**config.mk**
```make
export PLATFORM = sky130hd
export DESIGN_NAME = packet_grant_mux_flat
export DESIGN_NICKNAME = d
export VERILOG_FILES = /design/src/rtl/packet_grant_mux_if.sv /design/src/rtl/packet_grant_mux.sv /design/src/flat_wrapper.sv
export SDC_FILE = /design/constraint.sdc
export NUM_CORES = 1
export LEC_CHECK = 0
export CELL_PAD_IN_SITES_DETAIL_PLACEMENT = 2
export CELL_PAD_IN_SITES_GLOBAL_PLACEMENT = 2
export CORE_MARGIN = 1.5
export CORE_UTILIZATION = 12
export DETAILED_ROUTE_END_ITERATION = 16
export PLACE_DENSITY = 0.87
export SYNTH_ARGS = -nofsm -noshare
export SYNTH_HDL_FRONTEND = slang
export SYNTH_SLANG_ARGS = --single-unit
```
**constraint.sdc**
```tcl
create_clock -name clk_i -period 1.7 [get_ports clk_i]
set_clock_uncertainty 0.15 [all_clocks]
set_input_delay 0.34 -clock clk_i [delete_from_list [all_inputs] [get_ports clk_i]]
set_output_delay 0.34 -clock clk_i [all_outputs]
set_load 0.02 [all_outputs]
```
**src/rtl/packet_grant_mux_if.sv**
```systemverilog
// Bundle of the per-port input channels, the arbiter request/grant pair and
// the merged output channel of packet_grant_mux.
interface packet_grant_mux_if #(
  parameter int NUM_PORTS = 4,
  parameter int DATA_W    = 32
);
  logic [NUM_PORTS-1:0]        valid_i;
  logic [NUM_PORTS*DATA_W-1:0] data_i;
  logic [NUM_PORTS-1:0]        last_i;
  logic [NUM_PORTS-1:0]        ready_o;
  logic [NUM_PORTS-1:0]        requests_o;
  logic [NUM_PORTS-1:0]        grants_i;
  logic                        valid_o;
  logic [DATA_W-1:0]           data_o;
  logic                        last_o;
  logic                        ready_i;
  logic [NUM_PORTS-1:0]        owner_o;
  logic                        busy_o;
  logic                        err_o;

  // Design-side view.
  modport slave (
    input  valid_i, data_i, last_i, grants_i, ready_i,
    output ready_o, requests_o, valid_o, data_o, last_o, owner_o, busy_o, err_o
  );

  // Environment-side view (sources, arbiter, sink).
  modport master (
    output valid_i, data_i, last_i, grants_i, ready_i,
    input  ready_o, requests_o, valid_o, data_o, last_o, owner_o, busy_o, err_o
  );
endinterface

```
**src/rtl/packet_grant_mux.sv**
```systemverilog
// Packet-level output stage behind a fixed-priority arbiter: locks the granted
// port for a whole packet, muxes its beats onto one valid/ready channel and
// releases on last, or forcibly (with an error pulse) at MAX_BEATS beats.
module packet_grant_mux #(
  parameter int NUM_PORTS = 4,
  parameter int DATA_W    = 32,
  parameter int MAX_BEATS = 16
) (
  input  logic               clk_i,
  input  logic               rst_ni,
  packet_grant_mux_if.slave  bus
);

  localparam int CW = $clog2(MAX_BEATS + 1);
  localparam logic [CW-1:0]        MAX_CNT = CW'(MAX_BEATS);
  localparam logic [NUM_PORTS-1:0] NP_ONE  = NUM_PORTS'(1);

  typedef enum logic {
    IDLE,
    LOCKED
  } state_e;

  state_e               state_q, state_d;
  logic [NUM_PORTS-1:0] owner_q, owner_d;
  logic [CW-1:0]        cnt_q, cnt_d;
  logic                 err_q, err_d;

  logic                 locked;
  logic [NUM_PORTS-1:0] grant_low;
  logic [CW-1:0]        cnt_inc;
  logic                 beat;
  logic [DATA_W-1:0]    sel_data;
  logic                 sel_valid;
  logic                 sel_last;

  assign locked    = (state_q == LOCKED);
  // An illegal multi-hot grant collapses to its lowest set bit.
  assign grant_low = bus.grants_i & ((~bus.grants_i) + NP_ONE);
  assign cnt_inc   = cnt_q + CW'(1);

  // One-hot AND-OR select of the owner's channel; all zero when owner_q is 0.
  always_comb begin
    sel_data  = '0;
    sel_valid = 1'b0;
    sel_last  = 1'b0;
    for (int p = 0; p < NUM_PORTS; p++) begin
      if (owner_q[p]) begin
        sel_data  = sel_data | bus.data_i[p*DATA_W +: DATA_W];
        sel_valid = sel_valid | bus.valid_i[p];
        sel_last  = sel_last | bus.last_i[p];
      end
    end
  end

  // The arbiter is masked while a packet holds the lock.
  assign bus.requests_o = locked ? '0 : bus.valid_i;
  assign bus.valid_o    = locked & sel_valid;
  assign bus.data_o     = bus.valid_o ? sel_data : '0;
  assign bus.last_o     = locked & sel_last;
  assign bus.ready_o    = locked ? (owner_q & {NUM_PORTS{bus.ready_i}}) : '0;
  assign bus.owner_o    = owner_q;
  assign bus.busy_o     = locked;
  assign bus.err_o      = err_q;

  assign beat = bus.valid_o & bus.ready_i;

  // Lock on grant, count beats, release on last or on reaching MAX_BEATS.
  always_comb begin
    state_d = state_q;
    owner_d = owner_q;
    cnt_d   = cnt_q;
    err_d   = 1'b0;
    case (state_q)
      IDLE: begin
        if (|bus.grants_i) begin
          state_d = LOCKED;
          owner_d = grant_low;
          cnt_d   = '0;
        end
      end
      LOCKED: begin
        if (beat) begin
          if (bus.last_o) begin
            state_d = IDLE;
            owner_d = '0;
            cnt_d   = '0;
          end else if (cnt_inc == MAX_CNT) begin
            state_d = IDLE;
            owner_d = '0;
            cnt_d   = '0;
            err_d   = 1'b1;
          end else begin
            cnt_d = cnt_inc;
          end
        end
      end
      default: begin
        state_d = IDLE;
        owner_d = '0;
        cnt_d   = '0;
      end
    endcase
  end

  // State, owner, beat counter and error pulse registers.
  always_ff @(posedge clk_i or negedge rst_ni) begin
    if (!rst_ni) begin
      state_q <= IDLE;
      owner_q <= '0;
      cnt_q   <= '0;
      err_q   <= 1'b0;
    end else begin
      state_q <= state_d;
      owner_q <= owner_d;
      cnt_q   <= cnt_d;
      err_q   <= err_d;
    end
  end

endmodule

```
**src/flat_wrapper.sv**
```systemverilog
// flat-port wrapper written by rule: the top's interface ports become plain ports
module packet_grant_mux_flat 
#(
  parameter int NUM_PORTS = 4,
  parameter int DATA_W    = 32,
  parameter int MAX_BEATS = 16
)
  (clk_i, rst_ni, bus_valid_i, bus_data_i, bus_last_i, bus_grants_i, bus_ready_i, bus_ready_o, bus_requests_o, bus_valid_o, bus_data_o, bus_last_o, bus_owner_o, bus_busy_o, bus_err_o);
  packet_grant_mux_if #(.NUM_PORTS(NUM_PORTS), .DATA_W(DATA_W)) bus_i ();
  input  logic clk_i;
  input  logic rst_ni;
  input wire logic [$bits(bus_i.valid_i)-1:0] bus_valid_i;
  input wire logic [$bits(bus_i.data_i)-1:0] bus_data_i;
  input wire logic [$bits(bus_i.last_i)-1:0] bus_last_i;
  input wire logic [$bits(bus_i.grants_i)-1:0] bus_grants_i;
  input wire logic [$bits(bus_i.ready_i)-1:0] bus_ready_i;
  output wire logic [$bits(bus_i.ready_o)-1:0] bus_ready_o;
  output wire logic [$bits(bus_i.requests_o)-1:0] bus_requests_o;
  output wire logic [$bits(bus_i.valid_o)-1:0] bus_valid_o;
  output wire logic [$bits(bus_i.data_o)-1:0] bus_data_o;
  output wire logic [$bits(bus_i.last_o)-1:0] bus_last_o;
  output wire logic [$bits(bus_i.owner_o)-1:0] bus_owner_o;
  output wire logic [$bits(bus_i.busy_o)-1:0] bus_busy_o;
  output wire logic [$bits(bus_i.err_o)-1:0] bus_err_o;
  assign bus_i.valid_i = bus_valid_i;
  assign bus_i.data_i = bus_data_i;
  assign bus_i.last_i = bus_last_i;
  assign bus_i.grants_i = bus_grants_i;
  assign bus_i.ready_i = bus_ready_i;
  assign bus_ready_o = bus_i.ready_o;
  assign bus_requests_o = bus_i.requests_o;
  assign bus_valid_o = bus_i.valid_o;
  assign bus_data_o = bus_i.data_o;
  assign bus_last_o = bus_i.last_o;
  assign bus_owner_o = bus_i.owner_o;
  assign bus_busy_o = bus_i.busy_o;
  assign bus_err_o = bus_i.err_o;
  packet_grant_mux #(.NUM_PORTS(NUM_PORTS), .DATA_W(DATA_W), .MAX_BEATS(MAX_BEATS)) u_core (.clk_i(clk_i), .rst_ni(rst_ni), .bus(bus_i));
endmodule
```
==> impl_metrics.csv, run 1 <==
group,metric,value,unit
run_status,outcome,"complete, but fails checks",
run_status,violations,"negative setup slack",
global_route,grt_pass1_wl,18800,um
finish,finalNetCount,580,
die,initial_core_util,12.4,%
power_and_ir_drop,power,7.97,mW
cts,cts-hold-fix-buffers,0,
global_route,grt_antenna_before_repair,0,
yosys,yosysTopAreaCell,"a22oi_1",
cts,clk_pin_slew,0.04,ns
finish,seq_area,282,um^2
finish,layout_common_cells,"clkdlybuf4s50_1, a22oi_1, buf_6",
yosys,synth_area,0.00157,mm^2
critical_path,worstPathCellList,"a22oi_4 -> nand2_2 -> nand2_8 -> buf_12 -> a21oi_4 -> buf_6",
finish,n_antenna_cell,0,
sta,slew_headroom,69.8,%
worst_hold_path,hold_class,"in2async",
yosys,synth_area_leaders,"a22oi_1, dfrtp_1, a21oi_1",
cts,cts_tree,"yes",
critical_path,cp_max_fo,8,
power_and_ir_drop,powerDensity,1700,mW/mm^2
sta,setup_violations,47,
finish,multiInputGateArea,0.00151,mm^2
detailed_routing,vias,2786,
critical_path,cp-start-kind,"flop",
global_route,grtUsageTotal,17.5,%
die,die-area,0.0138,mm^2
power_and_ir_drop,p_leak,1.84,nW
sta,fin_ws,-0.348,ns
placement,pre_cts_ws,-0.881,ns
critical_path,worstSetupPathType,"reg2out",
cts,clkLatencyLatePin,0.24,ns
finish,layout-drive-gt1-share,44.8,%
yosys,ys_types,38,
flow_run,maxCapViolCount,0,
yosys,syn-num-nets,345,
detailed_routing,ant_nets,0,
sta,max_clock_freq,488,MHz
critical_path,worstPathRequired,1.21,ns
detailed_routing,drcViolationCount,0,
detailed_routing,routed_via_density,4.59,
finish,fillers,1399,
critical_path,cpPeakStageDelay,0.48,ns
detailed_routing,routed_wl,13200,um
sta,rsz0062_at_grt,"true",
cts,cts_buffers,3,
yosys,ys_seq_elements,11,
global_route,grt_pass1_vias,3184,
placement,gp_congestion,0.831,
critical_path,cp-end-kind,"output pin",
yosys,ys_warn_count,0,
critical_path,critPathTopFamily,"flip-flops",
sta,post-route-period-util,120,%
die,die_h,117,um
die,rows,41,
detailed_routing,drtIter0Drc,114,
sta,slew_violations,0,
detailed_routing,firstDrtPassIters,4,
critical_path,crit_slowest_cell,"dfrtp_2",
sta,hold_viol,0,
detailed_routing,wl_per_cell,21.7,um
die,coreArea,0.0127,mm^2
yosys,synth.avg_cell_area,7.80,um^2
die,fp.dieW,117,um
cts,htreeDepth,1,
cts,numClockSinks,11,
critical_path,cp.arrival,1.56,ns
cts,cts_max_path_buffers,2,
finish,syn_to_final_growth,199,%
global_route,grt_overflow,0,
critical_path,crit_buf_inv,2,
sta,min_period,2.05,ns
placement,io_buffers,190,
yosys,synth_top_area_share,30.6,%
power_and_ir_drop,ir_drop,0.590,mV
finish,final_common_cell,"clkdlybuf4s50_1",
yosys,synth_cells,201,
cts,cts-root-buf,"clkbuf_16",
global_route,grt_max_degree,19,
yosys,ys_seq_area_share,17.6,%
die,ios,191,
sta,tightest_slew,0.453,ns
placement,dp_hpwl,9720,um
[synth_stat cells (all sizes together)]
master   instances
clkbuf          11
nor2             8
nor4b            1
o2111ai          5
and3             1
mux2i            1
nor3b            1
and4b            1
dfrtp           11
o211ai           4
nor3             2
a22oi           66
nand3b           1
nor2b            4
ha               1
nand4b           2
nor4             1
nand4            3
a22o             2
a32oi            1
buf             11
o21ai            2
nand2            8
inv             11
o22ai            1
o21bai           2
a21oi           35
nand3            2
o221ai           2
[registers in the layout, indices dropped and copies added, names as in the netlist]
register and flops:
u_core.bus.owner_o 4, u_core.bus.err_o 1, u_core.cnt_q 5, u_core.bus.busy_o 1
[power by group]
part,internal (mW),total (mW),leakage [nW],switching [mW]
logic,3.38,6.94,1.67,3.56
registers,0.372,0.591,0.134,0.219
clock network,0.315,0.439,0.0382,0.123
total,4.06,7.97,1.84,3.90
[final cells by class]
type                       count  area share [%]
sequential                    11            6.01
tap                          172            4.60
clock buffer                   4            1.68
inverter                      11            1.10
timing repair buffer         251            54.3
multi-input combinational    158            32.3
[through the flow]
step           utilization, %  setup TNS [ns]  instance area (um^2)  std cells  hold slack, ns
3_3_place_gp             32.9          -33.66                  4170        590           0.421
5_1_grt                  36.9          -15.03                  4680        607           0.273
4_1_cts                  34.6          -12.24                  4380        600           0.257
2_1_floorplan               -               0                  1770        201          -0.106
3_5_place_dp             32.9          -35.25                  4170        590           0.445
6_report                 36.9          -12.52                  4680        607           0.252
[layer usage]
metal | GRT usage, % | share of wire (%) | routed length, um | vias up
li1 | - | - | - | 1286
met1 | 18.5 | 37 | 4890 | 1361
met2 | 35.2 | 56 | 7310 | 118
met3 | 2.53 | 4.7 | 612 | 21
met4 | 5.02 | 2.7 | 351 | 0
met5 | 0 | 0 | 0 | -
[worst paths after layout]
kind / startpoint / endpoint / slack, ns / depth (start not counted)
max reg2reg: u_core.bus.owner_o[0]$_DFFE_PN0P_ / u_core.cnt_q[0]$_DFFE_PN0P_ / -0.16 / 8
min reg2reg: u_core.cnt_q[0]$_DFFE_PN0P_ / u_core.cnt_q[0]$_DFFE_PN0P_ / 0.48 / 1
max: u_core.bus.owner_o[0]$_DFFE_PN0P_ / bus_data_o[18] / -0.35 / 6
min in group clk_i: u_core.cnt_q[0]$_DFFE_PN0P_ / u_core.cnt_q[0]$_DFFE_PN0P_ / 0.48 / 1
max in group asynchronous: rst_ni / u_core.bus.owner_o[3]$_DFFE_PN0P_ / 0.97 / 2
min: rst_ni / u_core.cnt_q[1]$_DFFE_PN0P_ / 0.25 / 2
[cell families (layout without fill, tap and decap cells)]
group / Yosys count / count (layout) / synth area share (%)
buf+inv: 33 / 266 / 10.2
mux: 1 / 1 / 0.638
simple gates: 35 / 35 / 13.0
compound gates: 120 / 121 / 57.8
flops: 11 / 11 / 17.6
fa+ha+maj: 1 / 1 / 0.798
[what timing repair did]
item                                    in CTS  in global routing
gates resized for setup                    267                 55
gates cloned                                 2                  1
buffers inserted                             4                  7
pin swaps                                    3                  8
endpoints found under the setup margin      56                 52
hold endpoints to repair                     0                  0
[worst reg2reg max path, stage by stage, from the launching register on]
cell and delay, ns:
dfrtp_2 0.48, a22oi_4 0.13, buf_4 0.14, buf_4 0.12, buf_4 0.13, a21oi_4 0.19
buf_6 0.18, o2111ai_2 0.13, mux2i_1 0.14
(Power assumes the default switching activity.)
==> inputs of run 2 (changes only) <==
--- a/config.mk
+++ b/config.mk
@@ -5,12 +5,14 @@
 export SDC_FILE = /design/constraint.sdc
 export NUM_CORES = 1
 export LEC_CHECK = 0
+export CAP_MARGIN = 20
 export CELL_PAD_IN_SITES_DETAIL_PLACEMENT = 2
 export CELL_PAD_IN_SITES_GLOBAL_PLACEMENT = 2
 export CORE_MARGIN = 1.5
-export CORE_UTILIZATION = 12
+export CORE_UTILIZATION = 25
 export DETAILED_ROUTE_END_ITERATION = 16
-export PLACE_DENSITY = 0.87
+export DONT_BUFFER_PORTS = 1
+export PLACE_DENSITY = 0.79
 export SYNTH_ARGS = -nofsm -noshare
 export SYNTH_HDL_FRONTEND = slang
 export SYNTH_SLANG_ARGS = --single-unit
==> constraint.sdc (replaced) <==
create_clock -name clk_i -period 1.64 [get_ports clk_i]
set_clock_uncertainty 0.15 [all_clocks]
set_input_delay 0.328 -clock clk_i [delete_from_list [all_inputs] [get_ports clk_i]]
set_output_delay 0.328 -clock clk_i [all_outputs]
set_load 0.02 [all_outputs]
==> impl_metrics.csv, run 2 (same netlist as run 1, synthesis figures left out) <==
group,metric,value,unit
power_and_ir_drop,power_frac_seq,7.2,%
die,coreArea,0.00599,mm^2
finish,top_register,"u_core.cnt_q",
run_status,outcome,"complete, but fails checks",
placement,placed_cells,331,
power_and_ir_drop,intPower,4.07,mW
finish,final_cell_count_no_fill,354,
critical_path,cp-start-kind,"flop",
finish,fillers,594,
global_route,grt_overflow,0,
critical_path,cpPeakStageDelay,0.44,ns
finish,largest_reg_flops,5,
finish,layout_common_cells,"buf_6, a22oi_1, buf_4",
cts,cts_tree,"yes",
detailed_routing,drt-met1-wl,3700,um
sta,post-route-period-util,121,%
detailed_routing,firstDrtPassIters,4,
global_route,grt_pass1_wl,12800,um
detailed_routing,routed_via_density,6.31,
sta,min_period,1.99,ns
worst_hold_path,hold_class,"in2reg",
sta,setup_violations,54,
die,rows,28,
power_and_ir_drop,p_leak,1.25,nW
detailed_routing,drtIter0Drc,68,
cts,cts_buffers,3,
global_route,grt_pass1_vias,2330,
power_and_ir_drop,power_frac_comb,89.4,%
sta,fin_ws,-0.353,ns
die,initial_core_util,26.2,%
sta,slew_headroom,63.8,%
placement,pre_cts_ws,-0.0774,ns
cts,cts-root-buf,"clkbuf_8",
detailed_routing,ant_nets,0,
power_and_ir_drop,ir_drop,1.09,mV
finish,final_common_cell,"buf_6",
flow_run,maxCapViolCount,0,
critical_path,worstPathRequired,1.16,ns
power_and_ir_drop,pwr-share-clk,3.5,%
placement,dp_hpwl,6720,um
sta,whs,0.0831,ns
placement,gp_congestion,0.818,
finish,final_cell_area,0.00323,mm^2
cts,clk_pin_slew,0.05,ns
critical_path,cp.arrival,1.51,ns
cts,cts_max_path_buffers,2,
global_route,grt_antenna_before_repair,0,
finish,finalNetCount,424,
critical_path,crit_slowest_cell,"dfrtp_2",
detailed_routing,drcViolationCount,0,
finish,layout-drive-gt1-share,72.0,%
sta,rsz0062_at_grt,"true",
detailed_routing,routed_wl,10600,um
power_and_ir_drop,switchingPower,4.09,mW
detailed_routing,wl_met3,608,um
global_route,grt_max_degree,25,
sta,slew_violations,0,
critical_path,startpoint,"u_core.bus.owner_o[0]$_DFFE_PN0P_",
critical_path,cp_max_fo,12,
sta,tightest_slew,0.541,ns
placement,io_buffers,0,
detailed_routing,vias,2234,
power_and_ir_drop,swShare,50.1,%
finish,n_antenna_cell,0,
die,ios,191,
die,die_h,82.2,um
cts,htreeDepth,1,
detailed_routing,wl_met2,5980,um
critical_path,cp-end-kind,"output pin",
detailed_routing,wl_per_cell,30.0,um
placement,dpl-instance-area,0.00234,mm^2
sta,hold_viol,0,
run_status,violations,"negative setup slack",
detailed_routing,topRoutingLayerUsed,"met4",
global_route,grtUsageTotal,25.7,%
cts,numClockSinks,11,
sta,max_clock_freq,502,MHz
die,fp.dieW,82.2,um
critical_path,worstPathCellList,"buf_6 -> clkbuf_16 -> a22oi_1 -> a21oi_2 -> buf_4",
critical_path,worstSetupPathType,"reg2out",
cts,clkLatencyLatePin,0.25,ns
critical_path,worstReg2RegStart,"u_core.bus.owner_o[2]$_DFFE_PN0P_",
worst_hold_path,worstHoldStart,"bus_grants_i[2]",
die,die-area,0.00676,mm^2
finish,syn_to_final_growth,106,%
critical_path,critPathTopFamily,"buffers and inverters",
power_and_ir_drop,powerDensity,2530,mW/mm^2
critical_path,crit_buf_inv,3,
[run 2: worst paths after layout]
kind,end,slack [ns],depth (start not counted)
max reg2reg,u_core.bus.busy_o$_DFF_PN0_,-0.29,8
min,u_core.bus.owner_o[2]$_DFFE_PN0P_,0.08,2
max,bus_data_o[19],-0.35,5
min reg2reg,u_core.cnt_q[0]$_DFFE_PN0P_,0.46,1
max in group asynchronous,u_core.bus.owner_o[1]$_DFFE_PN0P_,0.60,1
min in group asynchronous,u_core.bus.err_o$_DFF_PN0_,0.35,1
[run 2: what timing repair did]
item,CTS,global route
hold buffers,1,0
endpoints found under the hold margin,11,0
gates cloned,3,3
setup endpoints to repair,52,54
setup buffers,10,2
gates resized for setup,68,65
pin swaps,3,8
[run 2: power by group through the flow]
stage	combinational [mW]	clock, mW	sequential [mW]
finish	7.29	0.283	0.586
global route	7.62	0.297	0.602
CTS	6.19	0.280	0.550
detailed placement	5.07	0	0.587
global placement	4.92	0	0.576
floorplan	3.24	0	0.540
[run 2: cell type report]
| type | count | area, um^2 | area share [%] |
|---|---|---|---|
| timing repair buffer | 96 | 1140 | 35.4 |
| tap | 75 | 93.8 | 2.91 |
| inverter | 11 | 56.3 | 1.74 |
| multi-input combinational | 157 | 1610 | 49.8 |
| sequential | 11 | 282 | 8.72 |
| clock buffer | 4 | 45.0 | 1.40 |
[run 2: metal layers]
layer  GRT usage, %  up-vias
met5              0        -
met2           49.9      123
met3           4.73       23
met1           28.0     1122
li1               -      966
met4           7.29        0
[run 2: through the flow]
stage                     util, %  total power [mW]  TNS (ns)
after global routing         53.9              8.52    -16.47
after global placement       39.1              5.49    -0.602
after CTS                    47.3              7.02    -12.36
after floorplan                 -              3.78     -1.42
after detailed placement     39.1              5.65     -1.54
final                        53.9              8.16    -13.78
==> edit, RTL diff (settings of run 2) <==
`MAX_BEATS` is set to 16 in 2 places; all go to 32.
--- a/src/rtl/packet_grant_mux.sv
+++ b/src/rtl/packet_grant_mux.sv
@@ -4,7 +4,7 @@
 module packet_grant_mux #(
   parameter int NUM_PORTS = 4,
   parameter int DATA_W    = 32,
-  parameter int MAX_BEATS = 16
+  parameter int MAX_BEATS = 32
 ) (
   input  logic               clk_i,
   input  logic               rst_ni,
--- a/src/flat_wrapper.sv
+++ b/src/flat_wrapper.sv
@@ -3,7 +3,7 @@
 #(
   parameter int NUM_PORTS = 4,
   parameter int DATA_W    = 32,
-  parameter int MAX_BEATS = 16
+  parameter int MAX_BEATS = 32
 )
   (clk_i, rst_ni, bus_valid_i, bus_data_i, bus_last_i, bus_grants_i, bus_ready_i, bus_ready_o, bus_requests_o, bus_valid_o, bus_data_o, bus_last_o, bus_owner_o, bus_busy_o, bus_err_o);
   packet_grant_mux_if #(.NUM_PORTS(NUM_PORTS), .DATA_W(DATA_W)) bus_i ();
Check against the original RTL: same outputs for any inputs over 10 cycles, from zero or initial values and one cycle with rst_ni low; that may be too few to reach the edited logic, so the function may still have changed.
==> edit against run 2 <==
Total power fell by 21%; sequential cell count up 1; cell count is the same; synthesized area is 6.4% lower; worst hold slack lost 0.017 ns; cell area fell by 11%; sequential share of layout area rose by 1.9 points; the flow still finishes with violations (setup timing); largest power group unchanged; critical path type unchanged; wire length fell by 3.4%; worst setup slack worse by 0.12 ns.
==> edit: results (changes against run 2) <==
metric,value,unit,change
status,"finished, violations left",,
violations,setup timing,,
rr_endpoint,u_core.bus.owner_o[1],,
crit_path_start,u_core.bus.owner_o[1],,
power_leakage,1.09,nW,-13%
path_max_fanout,6,,-6
dp_hpwl,6930,um,+3.2%
internal-power,3.20,mW,-21%
synthCells,201,,unchanged
drtIter0Drc,49,,-28%
h-tree-depth,1,,unchanged
vias_per_cell,6.26,,-0.85%
largest_reg_flops,6,,+1
critPathTopFamily,compound AO/OA/AOI/OAI gates,,
max-vdd-ir-drop,0.836,mV,-23%
vias,2215,,-0.85%
grt_usage,26.9,%,+1.2 points
ys_types,31,,-18%
top_register,u_core.cnt_q,,
timing.final.ws_setup,-0.476,ns,-0.124 ns
crit_arrival,1.64,ns,+0.13 ns
finalSetupTns,-17.95,ns,-4.17 ns
fillers,584,,-1.7%
place_area,2200,um2,-5.8%
dp.cells,324,,-2.1%
finalNetCount,427,,+0.71%
slowest_delay,0.44,ns,about the same
grt_pass1_vias,2312,,-0.77%
slew_headroom,57.2,%,-6.6 points
maxCapViolCount,0,,unchanged
grt_pass1_wl,12900,um,+0.59%
ys_seq_area_share,20.5,%,+2.9 points
grt_max_degree,26,,+4.0%
rrSetupSlack,-0.29,ns,about the same
place.gp.congestion,0.913,,+12%
finalSetupViolations,54,,unchanged
preCtsSetupSlack,-0.200,ns,-0.123 ns
clockBufferDepth,2,,unchanged
whs_path_depth,1,,-1
synth.area.top_cells,"a22oi_1, dfrtp_1, a21oi_1",,
r2r_cells,5,,-3
hold_slack,0.0658,ns,-0.0173 ns
syn_nets,345,,unchanged
timing.rr.start,u_core.cnt_q[1],,
ys_async_sr_fraction,100,%,unchanged
wire_per_inst,29.0,um,-3.4%
drive_gt1_share,60.6,%,-11 points
endpoint,bus_data_o[11],,
clk-insertion-delay-late,0.25,ns,about the same
synth_top_cells_by_count,"a22oi_1, a21oi_1, clkbuf_1, dfrtp_1, nand2_1",,
min_path_type,in -> reg,,
-- edit: cell count changes after synthesis, sizes merged, moves of 5 or more --
cell | run 2 | this run
clkbuf | 11 | 19
inv | 11 | 3
buf | 11 | 4
and3 | 1 | 6
-- edit: worst reg2reg max path: cells and delay by family (launching register included) --
kind / cells / cell delay, ns
simple gates: 2 / 0.53
flops: 1 / 0.40
fa+ha+maj: 1 / 0.22
compound gates: 2 / 0.52
-- edit: final cells by class --
type | instances | area, um2 | share of cell area [%]
clock buffer | 4 | 45.0 | 1.56
inverter | 3 | 11.3 | 0.391
multi-input combinational | 163 | 1400 | 48.5
sequential | 12 | 307 | 10.6
tap | 72 | 90.1 | 3.13
timing repair buffer | 100 | 1030 | 35.8
-- edit: power groups by stage --
stage	Sequential [mW]	Combinational, mW	Clock (mW)
after floorplan	0.521	2.63	0
after global placement	0.495	3.99	0
after detailed placement	0.509	4.14	0
after CTS	0.510	4.63	0.289
after global routing	0.542	5.88	0.315
final	0.530	5.64	0.299
-- edit: routing by layer --
metal / global-route usage [%] / vias to the layer above / routed length, um
li1: - / 979 / -
met1: 29.5 / 1099 / 3760
met5: 0 / - / 0
met4: 8.25 / 0 / 178
met3: 3.89 / 13 / 592
met2: 52.4 / 124 / 5730
-- edit: logic make-up (layout without fill, tap and decap cells) --
logic type                 Yosys count  in the layout  synth area share (%)
AOI/OAI and AO/OA                  121            121                  56.4
buffers and inverters               26            107                  6.99
DFF                                 12             12                  20.5
and+or+nand+nor                     41             41                  15.3
adders and majority gates            1              1                 0.852
-- edit: what timing repair did --
item / CTS / global route
cloned: 0 / 3
buffers inserted: 10 / 14
endpoints found under the setup margin: 52 / 51
gates resized for setup: 50 / 36
hold buffers: 1 / 0
pin swaps: 6 / 10
hold endpoints to repair: 12 / 0
